**src/rtl/mvm_uart_ctrl.sv**
```systemverilog
`default_nettype none
// ============================================================================
// Module      : mvm_uart_ctrl
// Description : Sequencer between a UART receiver, the matrix/vector memories,
//               a matrix-vector compute engine and a UART transmitter. Loads
//               R*C matrix words and C vector words, starts the engine, then
//               streams the R result words back out.
// Revision    : 1.0 - initial release
// ============================================================================
module mvm_uart_ctrl #(
  parameter int R    = 8,
  parameter int C    = 8,
  parameter int W_IN = 8,
  parameter int W_Y  = 32,
  localparam int KAW = (R * C > 1) ? $clog2(R * C) : 1,
  localparam int XAW = (C > 1) ? $clog2(C) : 1,
  localparam int YAW = (R > 1) ? $clog2(R) : 1
) (
  input  logic            clk,
  input  logic            rstn,
  // receiver side
  input  logic            rx_valid,
  input  logic [W_IN-1:0] rx_data,
  // matrix memory write port
  output logic            k_we,
  output logic [KAW-1:0]  k_addr,
  output logic [W_IN-1:0] k_wdata,
  // vector memory write port
  output logic            x_we,
  output logic [XAW-1:0]  x_addr,
  output logic [W_IN-1:0] x_wdata,
  // compute engine handshake
  output logic            mvm_start,
  input  logic            mvm_done,
  // result memory read port (1-cycle read latency)
  output logic [YAW-1:0]  y_addr,
  input  logic [W_Y-1:0]  y_rdata,
  // transmitter side
  output logic            tx_valid,
  output logic [W_Y-1:0]  tx_data,
  input  logic            tx_ready,
  // status
  output logic            busy,
  output logic            rx_drop
);

  // Terminal counter values, all at counter width so compares stay matched.
  localparam logic [KAW-1:0] K_LAST = KAW'(R * C - 1);
  localparam logic [KAW-1:0] X_LAST = KAW'(C - 1);
  localparam logic [KAW-1:0] Y_LAST = KAW'(R - 1);

  typedef enum logic [2:0] {
    IDLE      = 3'd0,
    LOAD_K    = 3'd1,
    LOAD_X    = 3'd2,
    START     = 3'd3,
    WAIT_DONE = 3'd4,
    SEND_RD   = 3'd5,
    SEND_TX   = 3'd6
  } state_t;

  state_t            state_q;
  logic [KAW-1:0]    cnt_q;
  logic              k_we_q;
  logic [KAW-1:0]    k_addr_q;
  logic [W_IN-1:0]   k_wdata_q;
  logic              x_we_q;
  logic [XAW-1:0]    x_addr_q;
  logic [W_IN-1:0]   x_wdata_q;
  logic              mvm_start_q;
  logic [YAW-1:0]    y_addr_q;
  logic              tx_valid_q;
  logic [W_Y-1:0]    tx_data_q;
  logic              busy_q;
  logic              rx_drop_q;

  // Single sequencer: state, shared word counter and every registered output.
  always_ff @(posedge clk or negedge rstn) begin
    if (!rstn) begin
      state_q     <= IDLE;
      cnt_q       <= '0;
      k_we_q      <= 1'b0;
      k_addr_q    <= '0;
      k_wdata_q   <= '0;
      x_we_q      <= 1'b0;
      x_addr_q    <= '0;
      x_wdata_q   <= '0;
      mvm_start_q <= 1'b0;
      y_addr_q    <= '0;
      tx_valid_q  <= 1'b0;
      tx_data_q   <= '0;
      busy_q      <= 1'b0;
      rx_drop_q   <= 1'b0;
    end else begin
      // Write and start strobes are single-cycle unless re-armed below.
      k_we_q      <= 1'b0;
      x_we_q      <= 1'b0;
      mvm_start_q <= 1'b0;

      case (state_q)
        // The first word seen in IDLE is matrix element 0; IDLE and LOAD_K
        // share the load path so no word is lost on the way in.
        IDLE, LOAD_K: begin
          if (rx_valid) begin
            k_we_q    <= 1'b1;
            k_addr_q  <= cnt_q;
            k_wdata_q <= rx_data;
            busy_q    <= 1'b1;
            if (cnt_q == K_LAST) begin
              cnt_q   <= '0;
              state_q <= LOAD_X;
            end else begin
              cnt_q   <= cnt_q + 1'b1;
              state_q <= LOAD_K;
            end
          end
        end

        LOAD_X: begin
          if (rx_valid) begin
            x_we_q    <= 1'b1;
            x_addr_q  <= cnt_q[XAW-1:0];
            x_wdata_q <= rx_data;
            if (cnt_q == X_LAST) begin
              cnt_q   <= '0;
              state_q <= START;
            end else begin
              cnt_q   <= cnt_q + 1'b1;
            end
          end
        end

        // The start pulse is registered here, so it appears in the cycle
        // after the final vector write has landed.
        START: begin
          mvm_start_q <= 1'b1;
          state_q     <= WAIT_DONE;
        end

        WAIT_DONE: begin
          if (mvm_done) begin
            cnt_q    <= '0;
            y_addr_q <= '0;
            state_q  <= SEND_RD;
          end
        end

        // y_addr is already presented; the memory samples it at the end of
        // this cycle and returns data during the first SEND_TX cycle.
        SEND_RD: begin
          state_q <= SEND_TX;
        end

        // First cycle captures the read data; afterwards hold tx_valid and
        // tx_data until the transmitter takes the word.
        SEND_TX: begin
          if (!tx_valid_q) begin
            tx_data_q  <= y_rdata;
            tx_valid_q <= 1'b1;
          end else if (tx_ready) begin
            tx_valid_q <= 1'b0;
            if (cnt_q == Y_LAST) begin
              cnt_q   <= '0;
              busy_q  <= 1'b0;
              state_q <= IDLE;
            end else begin
              cnt_q    <= cnt_q + 1'b1;
              y_addr_q <= cnt_q[YAW-1:0] + 1'b1;
              state_q  <= SEND_RD;
            end
          end
        end

        default: begin
          cnt_q   <= '0;
          busy_q  <= 1'b0;
          state_q <= IDLE;
        end
      endcase

      // Words arriving while the engine or transmitter owns the flow are
      // thrown away; remember that it happened until the next reset.
      if (rx_valid && (state_q == START || state_q == WAIT_DONE ||
                       state_q == SEND_RD || state_q == SEND_TX)) begin
        rx_drop_q <= 1'b1;
      end
    end
  end

  assign k_we      = k_we_q;
  assign k_addr    = k_addr_q;
  assign k_wdata   = k_wdata_q;
  assign x_we      = x_we_q;
  assign x_addr    = x_addr_q;
  assign x_wdata   = x_wdata_q;
  assign mvm_start = mvm_start_q;
  assign y_addr    = y_addr_q;
  assign tx_valid  = tx_valid_q;
  assign tx_data   = tx_data_q;
  assign busy      = busy_q;
  assign rx_drop   = rx_drop_q;

endmodule
`default_nettype wire

```
**config.mk**
```make
export PLATFORM = sky130hd
export DESIGN_NAME = mvm_uart_ctrl
export DESIGN_NICKNAME = d
export VERILOG_FILES = /design/src/rtl/mvm_uart_ctrl.sv
export SDC_FILE = /design/constraint.sdc
export NUM_CORES = 1
export LEC_CHECK = 0
export CORE_MARGIN = 2
export CORE_UTILIZATION = 37
export DETAILED_ROUTE_END_ITERATION = 12
export GPL_ROUTABILITY_DRIVEN = 0
export PLACE_DENSITY = 0.68
export SYNTH_ARGS = -nofsm -noshare
export SYNTH_HDL_FRONTEND = slang
export SYNTH_SLANG_ARGS = --single-unit
```
**constraint.sdc**
```tcl
create_clock -name clk -period 2.75 [get_ports clk]
set_clock_uncertainty 0.2 [all_clocks]
set_input_delay 0.6875 -clock clk [delete_from_list [all_inputs] [get_ports clk]]
set_output_delay 0.6875 -clock clk [all_outputs]
set_load 0.01 [all_outputs]
```
Yosys cells after proc, flatten, opt, wreduce, memory -nomap -nowiden
Index checks and enable logic that the tools add are counted.
{"block": "totals", "regBits": 75, "word_cells": 84}
{"block": "op_classes", "n_bitwise": 3, "eq_ne": 16, "n_reduce_logical": 16, "muxes": 33, "add_sub_neg": 2}
{"cell": "$mux 6", "count": 7}
{"cell": "$mux 3", "count": 11}
{"cell": "$pmux 6 s5", "count": 1}
{"cell": "$pmux 3 s6", "count": 1}
{"cell": "$ne 2x2->1 const B", "count": 8}
{"cell": "$reduce_and 6->1", "count": 2}
{"cell": "$mux 1", "count": 10}
{"cell": "$reduce_and 5->1", "count": 2}
{"cell": "$eq 3x3->1 const B", "count": 3}
{"cell": "$add 6x1->6 const B", "count": 1}
{"cell": "$eq 3x2->1 const B", "count": 2}
{"cell": "$eq 6x3->1 const B", "count": 1}
{"cell": "$eq 6x6->1 const B", "count": 1}
{"cell": "$pmux 3 s2", "count": 1}
{"cell": "$reduce_and 2->1", "count": 3}
{"cell": "$reduce_or 2->1", "count": 2}
{"cell": "$reduce_or 4->1", "count": 1}
{"cell": "$add 3x1->3 const B", "count": 1}
{"cell": "$eq 3x1->1 const B", "count": 1}
{"cell": "$logic_not 3->1", "count": 1}
{"cell": "$logic_or 1x1->1", "count": 3}
{"cell": "$not 1->1", "count": 3}
{"cell": "$pmux 1 s3", "count": 1}
{"cell": "$mux 2", "count": 1}
{"cell": "other kinds (2)", "count": 2}

Longest topological paths before layout
Gate-level depths: netlist of run 1.
{"block": "depth", "ltp_word": 5, "ltp_mapped": 6}

Worst setup path after synthesis of run 1
No wires, ideal clock.
{"block": "synth_timing", "path_type": "input to register", "start": "input tx_ready", "end": "register cnt_q[1]", "setup_time_ns": 0.125, "cell_stages": 5, "required_ns": 2.425, "arrival_ns": 1.740, "setup_slack_ns": 0.685, "cell_sequence": "and3_1 -> nor3_2 -> or2_0 -> buf_2 -> mux2_4"}
{"block": "synth_between", "elab_chain_len": 2}
{"item": "from (decl)", "line": "41", "text": "input logic tx_ready,"}
{"item": "$ne 2x2->1 (no line)"}
{"item": "$reduce_and 6->1 (no line)"}
{"item": "to (signal assigned)", "line": "113", "text": "cnt_q <= cnt_q + 1'b1;"}
{"item": "to (signal assigned)", "line": "128", "text": "cnt_q <= cnt_q + 1'b1;"}
{"item": "to (signal assigned)", "line": "167", "text": "cnt_q <= cnt_q + 1'b1;"}
{"item": "to (decl)", "line": "63", "text": "logic [KAW-1:0] cnt_q;"}
Every way passes these cells.
A chain may end at the register's enable or synchronous reset.

Final worst setup path of run 1
Ends and elaborated chain as after synthesis.

==> summary.md, run 1 <==
| Metric | Value |
|---|---|
| Run status | complete, no violations |
| Vias in the first global route | 2252 |
| Async SR Flop Fraction | 100% |
| Largest area contributor in the netlist | dfrtp_1 |
| Final min period | between 2 and 2.5 ns |
| Static leakage | 1.94 nW |
| Critical path data required time | between 2 and 3 ns |
| CTS tree | done |
| Cells after Synth | roughly 220 |
| Num CTS Buffers | 9 |
| Area grow syn2layout | 45.3% |
| Yosys warnings | 0 |
| Root buf cell | clkbuf_8 |
| Fraction of layout cells with a size suffix above 1 | a little over a quarter |
| VDD IR max | around 0.45 mV |
| Worst slew margin | a little over three fifths |
| Worst-margin pin slew | roughly 0.55 ns |
| I/O pins | about 110 |
| Initial DRC count | 39 |
| Initial antenna violation count | 0 |
| Top-count cell post-synth | dfrtp_1 |
| Crit. End Element | register |
| Post-synth cell types | 39 |
| Post-synth EDFFs | 0 |
| Number of H-tree levels | 3 |
| First-pass GRT wire length | ~11000 um |
| Core area | just over 8000 um^2 |
| Cts hold-fix bufs | 0 |
| Number of remaining DRC errors | 0 |
| Maxcap violations | 0 |
| GRT Total Usage | around 15% |
| Maximum buffer depth of the clock tree | 2 |
| Synth Net Count | around 270 |
| Fillers | between 700 and 800 |
| Register area share after synthesis | about three fifths |
| Hpwl dp | ~4700 um |
| Worst-path fanout max | 6 |
| Syn Std Cell Area | 3140 um^2 |
| Overflow after GRT | 0 |
| Crit path DAT | 2.35 ns |
| Die width | about 96 um |
| CP max-delay cell | clkdlybuf4s50_1 |
| Yosys reg bits | 75 |
| Critical path cell sequence | clkdlybuf4s50_1, and3_1, nor3_2, or2_0, mux2_4 |
| Final setup viols | 0 |
| Final #Nets | 386 |
| Drt total wl | 6720 um |
| Hold WS | 0.114 ns |
| Total Power | roughly 0.0049 W |
| F_max | roughly 0.43 GHz |
| Fin Setup TNS | 0 ns |
| Final worst-path cycle share | between 80% and 90% |
| Clock Latency Late Sink | about 0.34 ns |
| Largest stage delay, worst path | 0.44 ns |
| DR WL/cell | 15.0 um |
| Final Max Slew Viols | 0 |
| Final core occ | a little under three fifths |
| RSZ-0062 raised after global routing | false |
| Synth top area share | about three fifths |
| Number of buffers added on ports | 110 |
| Hold Vio Cnt, Final | 0 |
| Worst setup path class | in -> reg |
| Row count | 33 |
| Reg area | between 1500 and 2000 um^2 |
| Diode count | 0 |
| Tightest Hold Check Type | in -> async |
| Synth Flop Type | dfrtp_1 |
| Die H | between 90 and 100 um |
| Area occupied by multi-input gates | 1180 um^2 |
| Worst R2R Setup Slack | 0.54 ns |
| Syn avg cell area | roughly 14 um^2 |
| Startpoint types | primary input |
| Vias per cell | about 5.0 |
| First-pass iteration count of the detailed router | 4 |
| ANT nets after route | 0 |
| Buffer count from post-CTS setup fixing | 0 |
| Power per cell area | 1070 nW/um^2 |
| Die area | about 9200 um^2 |
| DR vias | about 2.2k |
| # resized after CTS | 0 |
| Clock slew at reported path FFs | roughly 0.070 ns |
| Top cells by area, synth | dfrtp_1 60%, mux2_2 21%, buf_4 1.7%, a21o_1 1.2%, a211o_1 1.1% |
| Initial Utilization | a little under two fifths |
| Synth top cells by count | 75 x dfrtp_1, 58 x mux2_2, 8 x nand2_1 |
| Clock Sink Count | 75 |
| Largest net degree at the start of global routing | 40 |
## worst paths after layout
path,cells past startpoint,from,to
setup / recovery,5,tx_ready,cnt_q[1]$_DFFE_PN0P_
hold / removal,1,rstn,k_wdata[6]$_DFFE_PN0P_
setup reg to reg,5,state_q[1]$_DFFE_PN0P_,tx_data[19]$_DFFE_PN0P_
hold reg to reg,1,rx_drop$_DFFE_PN0P_,rx_drop$_DFFE_PN0P_
max in group asynchronous,2,rstn,k_addr[5]$_DFFE_PN0P_
min in group clk,1,rx_drop$_DFFE_PN0P_,rx_drop$_DFFE_PN0P_
## state kept, by name, indices dropped and copies added (netlist names), 3 cells and up
signal,cells
x_addr,3
y_addr,3
k_addr,6
x_wdata,8
k_wdata,8
state_q,3
tx_data,32
cnt_q,6
## critical path: cells and delay by family
family	cells	cell delay [ns]
multiplexers	1	0.34
AND/OR/NAND/NOR	3	0.88
buffers and inverters	1	0.44
## layout by cell type (no fill, tap or decap), types with 3 or more instances in the layout
cell,count
clkdlybuf4s50_1,109
dfrtp_1,75
mux2_2,58
clkbuf_8,9
buf_4,9
nand2_1,8
nand3_1,5
a21o_1,5
nand2b_1,4
a21oi_1,4
a211o_1,4
o31ai_1,4
nor2_1,3
mux2_1,3
a2111oi_0,3
o21ai_0,3
## per-layer routing
| layer | vias to the layer above | part of all wire, % | global-route usage (%) | routed length (um) |
|---|---|---|---|---|
| li1 | 1044 | - | - | - |
| met1 | 1096 | 45 | 19.6 | 3000 |
| met2 | 82 | 45 | 23.4 | 2990 |
| met3 | 12 | 9.0 | 4.15 | 603 |
| met4 | 0 | 1.9 | 7.02 | 130 |
| met5 | - | 0 | 0 | 0 |
## final cells by class
cell class	count	area share (%)
sequential	75	41.2
multi-input combinational	134	26.0
timing repair buffer	119	25.9
tap	105	2.88
clock buffer	10	2.80
clock inverter	5	1.21
inverter	1	0.0824
## stage by stage
| step | setup slack (ns) | cells | area (um^2) |
|---|---|---|---|
| 2_1_floorplan | 0.685 | 221 | 3140 |
| 3_3_place_gp | 0.102 | 434 | 4370 |
| 3_5_place_dp | 0.0838 | 434 | 4370 |
| 4_1_cts | 0.452 | 449 | 4560 |
| 5_1_grt | 0.304 | 449 | 4560 |
| 6_report | 0.420 | 449 | 4560 |
## logic make-up after synthesis
family	after synthesis	share of synthesized area (%)
buf+inv	12	2.43
fa+ha+maj	1	0.399
simple gates	37	6.86
compound gates	32	7.50
flops	75	59.9
xor+xnor	2	0.559
mux	62	22.4
## where the power goes
group / leakage, nW / total, W / switching (W) / internal [W]
clock: 0.0881 / 0.000800 / 0.000389 / 0.000411
sequential: 0.932 / 0.00187 / 0.000300 / 0.00157
combinational: 0.921 / 0.00221 / 0.000834 / 0.00137
total: 1.94 / 0.00488 / 0.00152 / 0.00336
Power figures use the tool's default switching activity.
==> run 2: changes to the inputs <==
--- a/config.mk
+++ b/config.mk
@@ -9,7 +9,7 @@
 export CORE_UTILIZATION = 37
 export DETAILED_ROUTE_END_ITERATION = 12
 export GPL_ROUTABILITY_DRIVEN = 0
-export PLACE_DENSITY = 0.68
+export PLACE_DENSITY = 0.71
 export SYNTH_ARGS = -nofsm -noshare
 export SYNTH_HDL_FRONTEND = slang
 export SYNTH_SLANG_ARGS = --single-unit
==> constraint.sdc (replaced) <==
create_clock -name clk -period 2.1 [get_ports clk]
set_clock_uncertainty 0.2 [all_clocks]
set_input_delay 0.525 -clock clk [delete_from_list [all_inputs] [get_ports clk]]
set_output_delay 0.525 -clock clk [all_outputs]
set_load 0.01 [all_outputs]
==> run 2 against run 1 <==
  * Die area stayed put
  * Worst hold slack improved by 0.16 ns
  * Sequential power is 29% higher
  * Non-clock buffer count is 18 higher
  * Largest power group unchanged
==> summary.md, run 2 (synthesis gave the netlist of run 1 again) <==
| Metric | Value |
|---|---|
| Area grow syn2layout | 51.8% (was 45.3%) |
| Commonest non-fill, non-tap cell in the layout | clkdlybuf4s50_1 (unchanged) |
| Overflow after GRT | 0 (unchanged) |
| Fillers | 715 (was 730) |
| Maximum buffer depth of the clock tree | 2 (unchanged) |
| Initial DRC count | 53 (was 39) |
| Crit path DAT | 2.10 ns (was 2.35 ns) |
| CTS tree | done (unchanged) |
| Static leakage | 2.06 nW (was 1.94 nW) |
| Root buf cell | clkbuf_8 (unchanged) |
| Run status | complete, no violations (unchanged) |
| Die area | 9230 um^2 (unchanged) |
| Critical path data required time | 2.13 ns (was 2.77 ns) |
| Tightest Hold Check Type | reg -> reg (was in -> async) |
| ANT nets after route | 0 (unchanged) |
| GRT Total Usage | 14.9% (was 15.1%) |
| Number of remaining DRC errors | 0 (unchanged) |
| Initial antenna violation count | 0 (unchanged) |
| Largest net degree at the start of global routing | 76 (was 40) |
| First-pass GRT wire length | 10600 um (about the same) |
| Final Max Slew Viols | 0 (unchanged) |
| Top layer reached by signal wires | met4 (unchanged) |
| Startpoint types | primary input (unchanged) |
| Total Power | 0.00678 W (was 0.00488 W) |
| Diode count | 0 (unchanged) |
| Fin cells | 468 (was 449) |
| Num CTS Buffers | 9 (unchanged) |
| Clock slew at reported path FFs | 0.08 ns (was 0.07 ns) |
| Number of flip-flops in the largest register | 32 (unchanged) |
| Number of H-tree levels | 3 (unchanged) |
| Final #Nets | 404 (was 386) |
| Hold Vio Cnt, Final | 0 (unchanged) |
| Hpwl dp | 4910 um (was 4700 um) |
| Setup slack at placement | -0.309 ns (was 0.0838 ns) |
| Row count | 33 (unchanged) |
| Final worst-path cycle share | a little over nine tenths |
| Clock Sink Count | 75 (unchanged) |
| Commonest non-fill, non-tap cells in the layout | 109 x clkdlybuf4s50_1, 74 x dfrtp_1, 58 x mux2_2, 24 x buf_4, 9 x clkbuf_8 (was 109 x clkdlybuf4s50_1, 75 x dfrtp_1, 58 x mux2_2, 9 x clkbuf_8, 9 x buf_4) |
| Worst setup path class | in -> reg (unchanged) |
| Number of buffers added on ports | 110 (unchanged) |
| Crit. End Element | register (unchanged) |
| Initial Utilization | 38.2% (unchanged) |
| Vias in the first global route | 2240 (was 2252) |
| Fin worst setup slack | 0.0313 ns (was 0.420 ns) |
| First-pass iteration count of the detailed router | 5 (was 4) |
| RSZ-0062 raised after global routing | false (unchanged) |
| Drt total wl | 6840 um (was 6720 um) |
| Die width | 96.1 um (unchanged) |
| Vias per cell | 4.93 (was 4.98) |
| Met3 wire len | 668 um (was 603 um) |
| VDD IR max | 0.699 mV (was 0.445 mV) |
| Worst-margin pin slew | 0.408 ns (was 0.551 ns) |
| Metal2 WL | 3190 um (was 2990 um) |
| Worst-path fanout max | 4 (was 6) |
| I/O pins | 111 (unchanged) |
| DP Cell Count | 449 (was 434) |
| Final setup viols | 0 (unchanged) |
| DR vias | 2305 (was 2234) |
| Final min period | between 2 and 2.5 ns |
| Worst slew margin | 72.1% (was 63.0%) |
| Power per cell area | 1430 nW/um^2 (was 1070 nW/um^2) |
| F_max | 0.483 GHz |
| Maxcap violations | 0 (unchanged) |
| DR WL/cell | 14.6 um (was 15.0 um) |
| Core area | 8220 um^2 (unchanged) |
| Die H | 96.1 um (unchanged) |
| Hold WS | 0.274 ns (was 0.114 ns) |
| Clock Latency Late Sink | 0.34 ns (about the same) |
| Met1 WL | 2940 um (was 3000 um) |
| Fraction of layout cells with a size suffix above 1 | 30.3% (was 26.2%) |
## run 2: final timing paths
kind / start / endpoint / slack (ns) / cells after the start
max: tx_ready / cnt_q[1]$_DFFE_PN0P_ / 0.03 / 5
min: rx_drop$_DFFE_PN0P_ / rx_drop$_DFFE_PN0P_ / 0.27 / 1
max reg2reg: state_q[0]$_DFFE_PN0P_ / cnt_q[1]$_DFFE_PN0P_ / 0.06 / 4
min reg2reg: rx_drop$_DFFE_PN0P_ / rx_drop$_DFFE_PN0P_ / 0.27 / 1
max in group asynchronous: rstn / state_q[1]$_DFFE_PN0P_ / 0.82 / 3
min in group asynchronous: rstn / k_addr[1]$_DFFE_PN0P_ / 0.52 / 3
## run 2: per-layer routing
metal	global-route usage [%]	vias up
li1	-	1073
met5	0	-
met1	18.1	1144
met2	24.3	85
met3	5.79	3
met4	4.64	0
## run 2: layout make-up
type                            instances  area, um^2  area share, %
Clock inverter                          7        98.8           2.08
Multi-Input combinational cell        134        1180           24.8
Inverter                                1        3.75         0.0789
Sequential cell                        75        1880           39.5
Tap cell                              105         131           2.76
Timing Repair Buffer                  137        1340           28.2
Clock buffer                            9         124           2.60
## run 2: power breakdown
part | total, W | internal [W] | switching, W | leakage (nW)
logic | 0.00313 | 0.00195 | 0.00118 | 1.01
registers | 0.00242 | 0.00206 | 0.000357 | 0.931
clock network | 0.00124 | 0.000680 | 0.000557 | 0.111
## run 2: repair_timing
item / 4_1_cts / 5_1_grt
hold endpoints to repair: 19 / 0
buffers inserted: 2 / 0
hold buffers: 1 / 0
gates resized for setup: 0 / 1
endpoints found under the setup margin: 1 / 29
## run 2: critical path, stage by stage
cell and delay [ns]:
clkdlybuf4s50_1 0.41, and3_1 0.19, nor3_2 0.31, or2_0 0.33, mux2_4 0.33
## run 2: stage by stage
stage / area (um^2) / setup TNS (ns) / util, %
after global placement: 4510 / -2.79 / 54.9
after detailed placement: 4510 / -3.46 / 54.9
final: 4760 / 0 / 57.9
after global routing: 4760 / 0 / 57.9
after floorplan: 3140 / 0 / -
after CTS: 4760 / 0 / 57.9
==> run 3: changes to the inputs <==
--- a/config.mk
+++ b/config.mk
@@ -9,6 +9,7 @@
 export CORE_UTILIZATION = 37
 export DETAILED_ROUTE_END_ITERATION = 12
 export GPL_ROUTABILITY_DRIVEN = 0
+export HOLD_SLACK_MARGIN = 0.1
 export PLACE_DENSITY = 0.71
 export SYNTH_ARGS = -nofsm -noshare
 export SYNTH_HDL_FRONTEND = slang
==> constraint.sdc (replaced) <==
create_clock -name clk -period 1.8 [get_ports clk]
set_clock_uncertainty 0.2 [all_clocks]
set_input_delay 0.45 -clock clk [delete_from_list [all_inputs] [get_ports clk]]
set_output_delay 0.45 -clock clk [all_outputs]
set_load 0.01 [all_outputs]
==> run 3 against run 2 <==
  * The run now ends with setup timing left
  * Combinational power increased by 39%
  * Count of clock-buffer cells in the layout unchanged
  * Flip-flop and latch count unchanged
  * Register-to-register slack got worse by 0.16 ns
  * Critical path depth increased by 1
  * Clock power is 10% lower
  * Final cell count is 6.8% higher
  * Worst hold slack got worse by 0.018 ns
  * Sequential share of layout area is 3.6 points lower
  * Largest cell class unchanged
==> summary.md, run 3 (synthesis gave the netlist of run 1 again) <==
| Metric | Value |
|---|---|
| Failing checks | setup timing |
| Maxcap violations | 0 (unchanged) |
| Reg-to-Reg Start | state_q[1]$_DFFE_PN0P_ (was state_q[0]$_DFFE_PN0P_) |
| Tightest Hold Check Type | reg -> reg (unchanged) |
| F_max | 0.526 GHz |
| CTS tree | done (unchanged) |
| First-pass GRT wire length | 12600 um (was 10600 um) |
| Hpwl dp | 5230 um (was 4910 um) |
| Drt total wl | 8390 um (was 6840 um) |
| Overflow after GRT | 0 (unchanged) |
| CP max-delay cell | dfrtp_2 (was clkdlybuf4s50_1) |
| Hold Path End | rx_drop$_DFFE_PN0P_ (unchanged) |
| Vias in the first global route | 2532 (was 2240) |
| Gate power share | 52.8% (was 46.1%) |
| Number of remaining DRC errors | 0 (unchanged) |
| Hold path start | rx_drop$_DFFE_PN0P_ (unchanged) |
| Worst-path fanout max | 4 (unchanged) |
| I/O pins | 111 (unchanged) |
| Fin worst setup slack | -0.101 ns (was 0.0313 ns) |
| Setup slack at placement | -0.489 ns (was -0.309 ns) |
| Commonest non-fill, non-tap cells in the layout | 72 x dfrtp_1, 67 x dlygate4sd2_1, 46 x mux2_2, 41 x clkdlybuf4s50_1, 39 x buf_4 (was 109 x clkdlybuf4s50_1, 74 x dfrtp_1, 58 x mux2_2, 24 x buf_4, 9 x clkbuf_8) |
| Reg-to-reg endpoint | y_addr[2]$_DFFE_PN0P_ (was cnt_q[1]$_DFFE_PN0P_) |
| Area grow syn2layout | 67.4% (was 51.8%) |
| Number of H-tree levels | 3 (unchanged) |
| VDD IR max | 0.767 mV (was 0.699 mV) |
| Seq pwr share | 33.7% (was 35.6%) |
| ANT nets after route | 0 (unchanged) |
| Clock slew at reported path FFs | 0.08 ns (about the same) |
| Sw Pwr | 0.00285 W (was 0.00209 W) |
| Critical path data required time | 1.82 ns (was 2.13 ns) |
| Switching share of total power | 34.5% (was 30.9%) |
| Worst slew margin | 71.4% (was 72.1%) |
| Commonest non-fill, non-tap cell in the layout | dfrtp_1 (was clkdlybuf4s50_1) |
| Delay-heaviest family, CP | simple AND/OR/NAND/NOR gates (unchanged) |
| Initial Utilization | 38.2% (unchanged) |
| WP depth | 6 (was 5) |
| Crit path DAT | 1.92 ns (was 2.10 ns) |
| RSZ-0062 raised after global routing | true (was false) |
| WHS Path Cells | 1 (unchanged) |
| Core area | 8220 um^2 (unchanged) |
| Vias per cell | 4.95 (was 4.93) |
| Number of buffers added on ports | 110 (unchanged) |
| Final #Nets | 436 (was 404) |
| Final min period | roughly 1.9 ns |
| Final worst-path cycle share | 106% |
| Clk pwr share | 13.5% (was 18.2%) |
| DP Cell Count | 462 (was 449) |
| Die area | 9230 um^2 (unchanged) |
| DR WL/cell | 16.8 um (was 14.6 um) |
| Power per cell area | 1570 nW/um^2 (was 1430 nW/um^2) |
| Static leakage | 2.47 nW (was 2.06 nW) |
| Worst setup path class | reg -> reg (was in -> reg) |
| Number of flip-flops in the largest register | 32 (unchanged) |
| Fraction of layout cells with a size suffix above 1 | 43.5% (was 30.3%) |
| Final Max Slew Viols | 0 (unchanged) |
| Run status | finished with violations (was complete, no violations) |
| Int Power | 0.00541 W (was 0.00469 W) |
| Maximum buffer depth of the clock tree | 2 (unchanged) |
| Fillers | 649 (was 715) |
| Diode count | 0 (unchanged) |
| CP bufs+invs | 2 (was 1) |
| Largest net degree at the start of global routing | 31 (was 76) |
| Placed cell area | 4660 um^2 (was 4510 um^2) |
| Hold Vio Cnt, Final | 0 (unchanged) |
| Die width | 96.1 um (unchanged) |
| Initial antenna violation count | 0 (unchanged) |
| Clock Sink Count | 75 (unchanged) |
| Fin cells | 500 (was 468) |
| Die H | 96.1 um (unchanged) |
| Initial DRC count | 92 (was 53) |
| Worst R2R Setup Slack | -0.10 ns (was 0.06 ns) |
| Startpoint types | register (was primary input) |
| Worst-case reg-to-reg path depth | 6 (was 4) |
| Row count | 33 (unchanged) |
| Post-route design area | 5250 um^2 (was 4760 um^2) |
| Clock Latency Late Sink | 0.33 ns (was 0.34 ns) |
| Worst-margin pin slew | 0.430 ns (was 0.408 ns) |
| Critical path cell sequence | buf_6, buf_6, nor2b_4, nor3_4, or3b_4, mux2_4 (was clkdlybuf4s50_1, and3_1, nor3_2, or2_0, mux2_4) |
| Fin Setup TNS | -1.69 ns (was 0 ns) |
| Num CTS Buffers | 9 (unchanged) |
| Root buf cell | clkbuf_8 (unchanged) |
| CP most frequent cell | buf_6 |
| First-pass iteration count of the detailed router | 4 (was 5) |
| DR vias | 2477 (was 2305) |
| Crit. End Element | register (unchanged) |
| Largest stage delay, worst path | 0.41 ns (about the same) |
| GRT Total Usage | 18.0% (was 14.9%) |
| Final setup viols | 35 (was 0) |
==> run 3: changes by cell type in the layout (fill, tap and decap cells not counted), moves of 4 or more <==
cell | before | now
mux2_4 | 1 | 16
o31ai_1 | 4 | 0
buf_4 | 24 | 39
mux2_2 | 58 | 46
dlygate4sd2_1 | 0 | 67
buf_6 | 0 | 10
clkdlybuf4s50_1 | 109 | 41
==> run 3: stage by stage <==
step	total power, W	hold slack (ns)	utilization (%)
2_1_floorplan	0.00459	-0.0456	-
3_3_place_gp	0.00664	0.218	56.8
3_5_place_dp	0.00673	0.222	56.8
4_1_cts	0.00802	0.258	62.3
5_1_grt	0.00881	0.309	63.9
6_report	0.00826	0.256	63.9
==> run 3: metal layers <==
metal / GRT usage [%] / share of wire (%)
met1: 22.6 / 41
met2: 30.6 / 50
met3: 4.39 / 8.1
met4: 6.07 / 0.86
met5: 0 / 0
==> run 3: power groups by stage <==
stage	registers, W	clock network, W	logic, W
6_report	0.00278	0.00111	0.00436
5_1_grt	0.00288	0.00124	0.00469
4_1_cts	0.00278	0.00116	0.00408
3_5_place_dp	0.00284	0	0.00389
3_3_place_gp	0.00280	0	0.00384
2_1_floorplan	0.00311	0	0.00148
==> run 3: area by class of cell <==
cell class | count | area [um^2] | share of cell area, %
multi-input cells | 134 | 1440 | 27.4
inverters | 1 | 3.75 | 0.0715
flip-flops and latches | 75 | 1880 | 35.8
repair buffers | 169 | 1630 | 31.0
well taps | 105 | 131 | 2.50
clock inverters | 7 | 45.0 | 0.858
clock buffers | 9 | 124 | 2.36
==> run 3: worst max path at each step <==
stage                                 startpoint                endpoint
final                     state_q[1]$_DFFE_PN0P_   y_addr[2]$_DFFE_PN0P_
after CTS                 state_q[1]$_DFFE_PN0P_   y_addr[2]$_DFFE_PN0P_
after global placement                  tx_ready    cnt_q[1]$_DFFE_PN0P_
after global routing      state_q[1]$_DFFE_PN0P_  state_q[1]$_DFFE_PN0P_
after floorplan             cnt_q[0]$_DFFE_PN0P_   y_addr[0]$_DFFE_PN0P_
after detailed placement                tx_ready    cnt_q[1]$_DFFE_PN0P_
==> run 3: worst reg2reg max path, stage by stage, from the launching register on <==
cell and delay, ns:
dfrtp_2 0.41, buf_6 0.13, buf_6 0.12, nor2b_4 0.15, nor3_4 0.07, or3b_4 0.41
mux2_4 0.31
==> run 3: what timing repair did <==
action                                  4_1_cts  5_1_grt
endpoints found under the setup margin      134       66
hold buffers                                  1        0
buffers inserted                             14        4
gates cloned                                  3        0
pin swaps                                    10       10
hold endpoints to repair                     28        0
gates resized for setup                     115       23
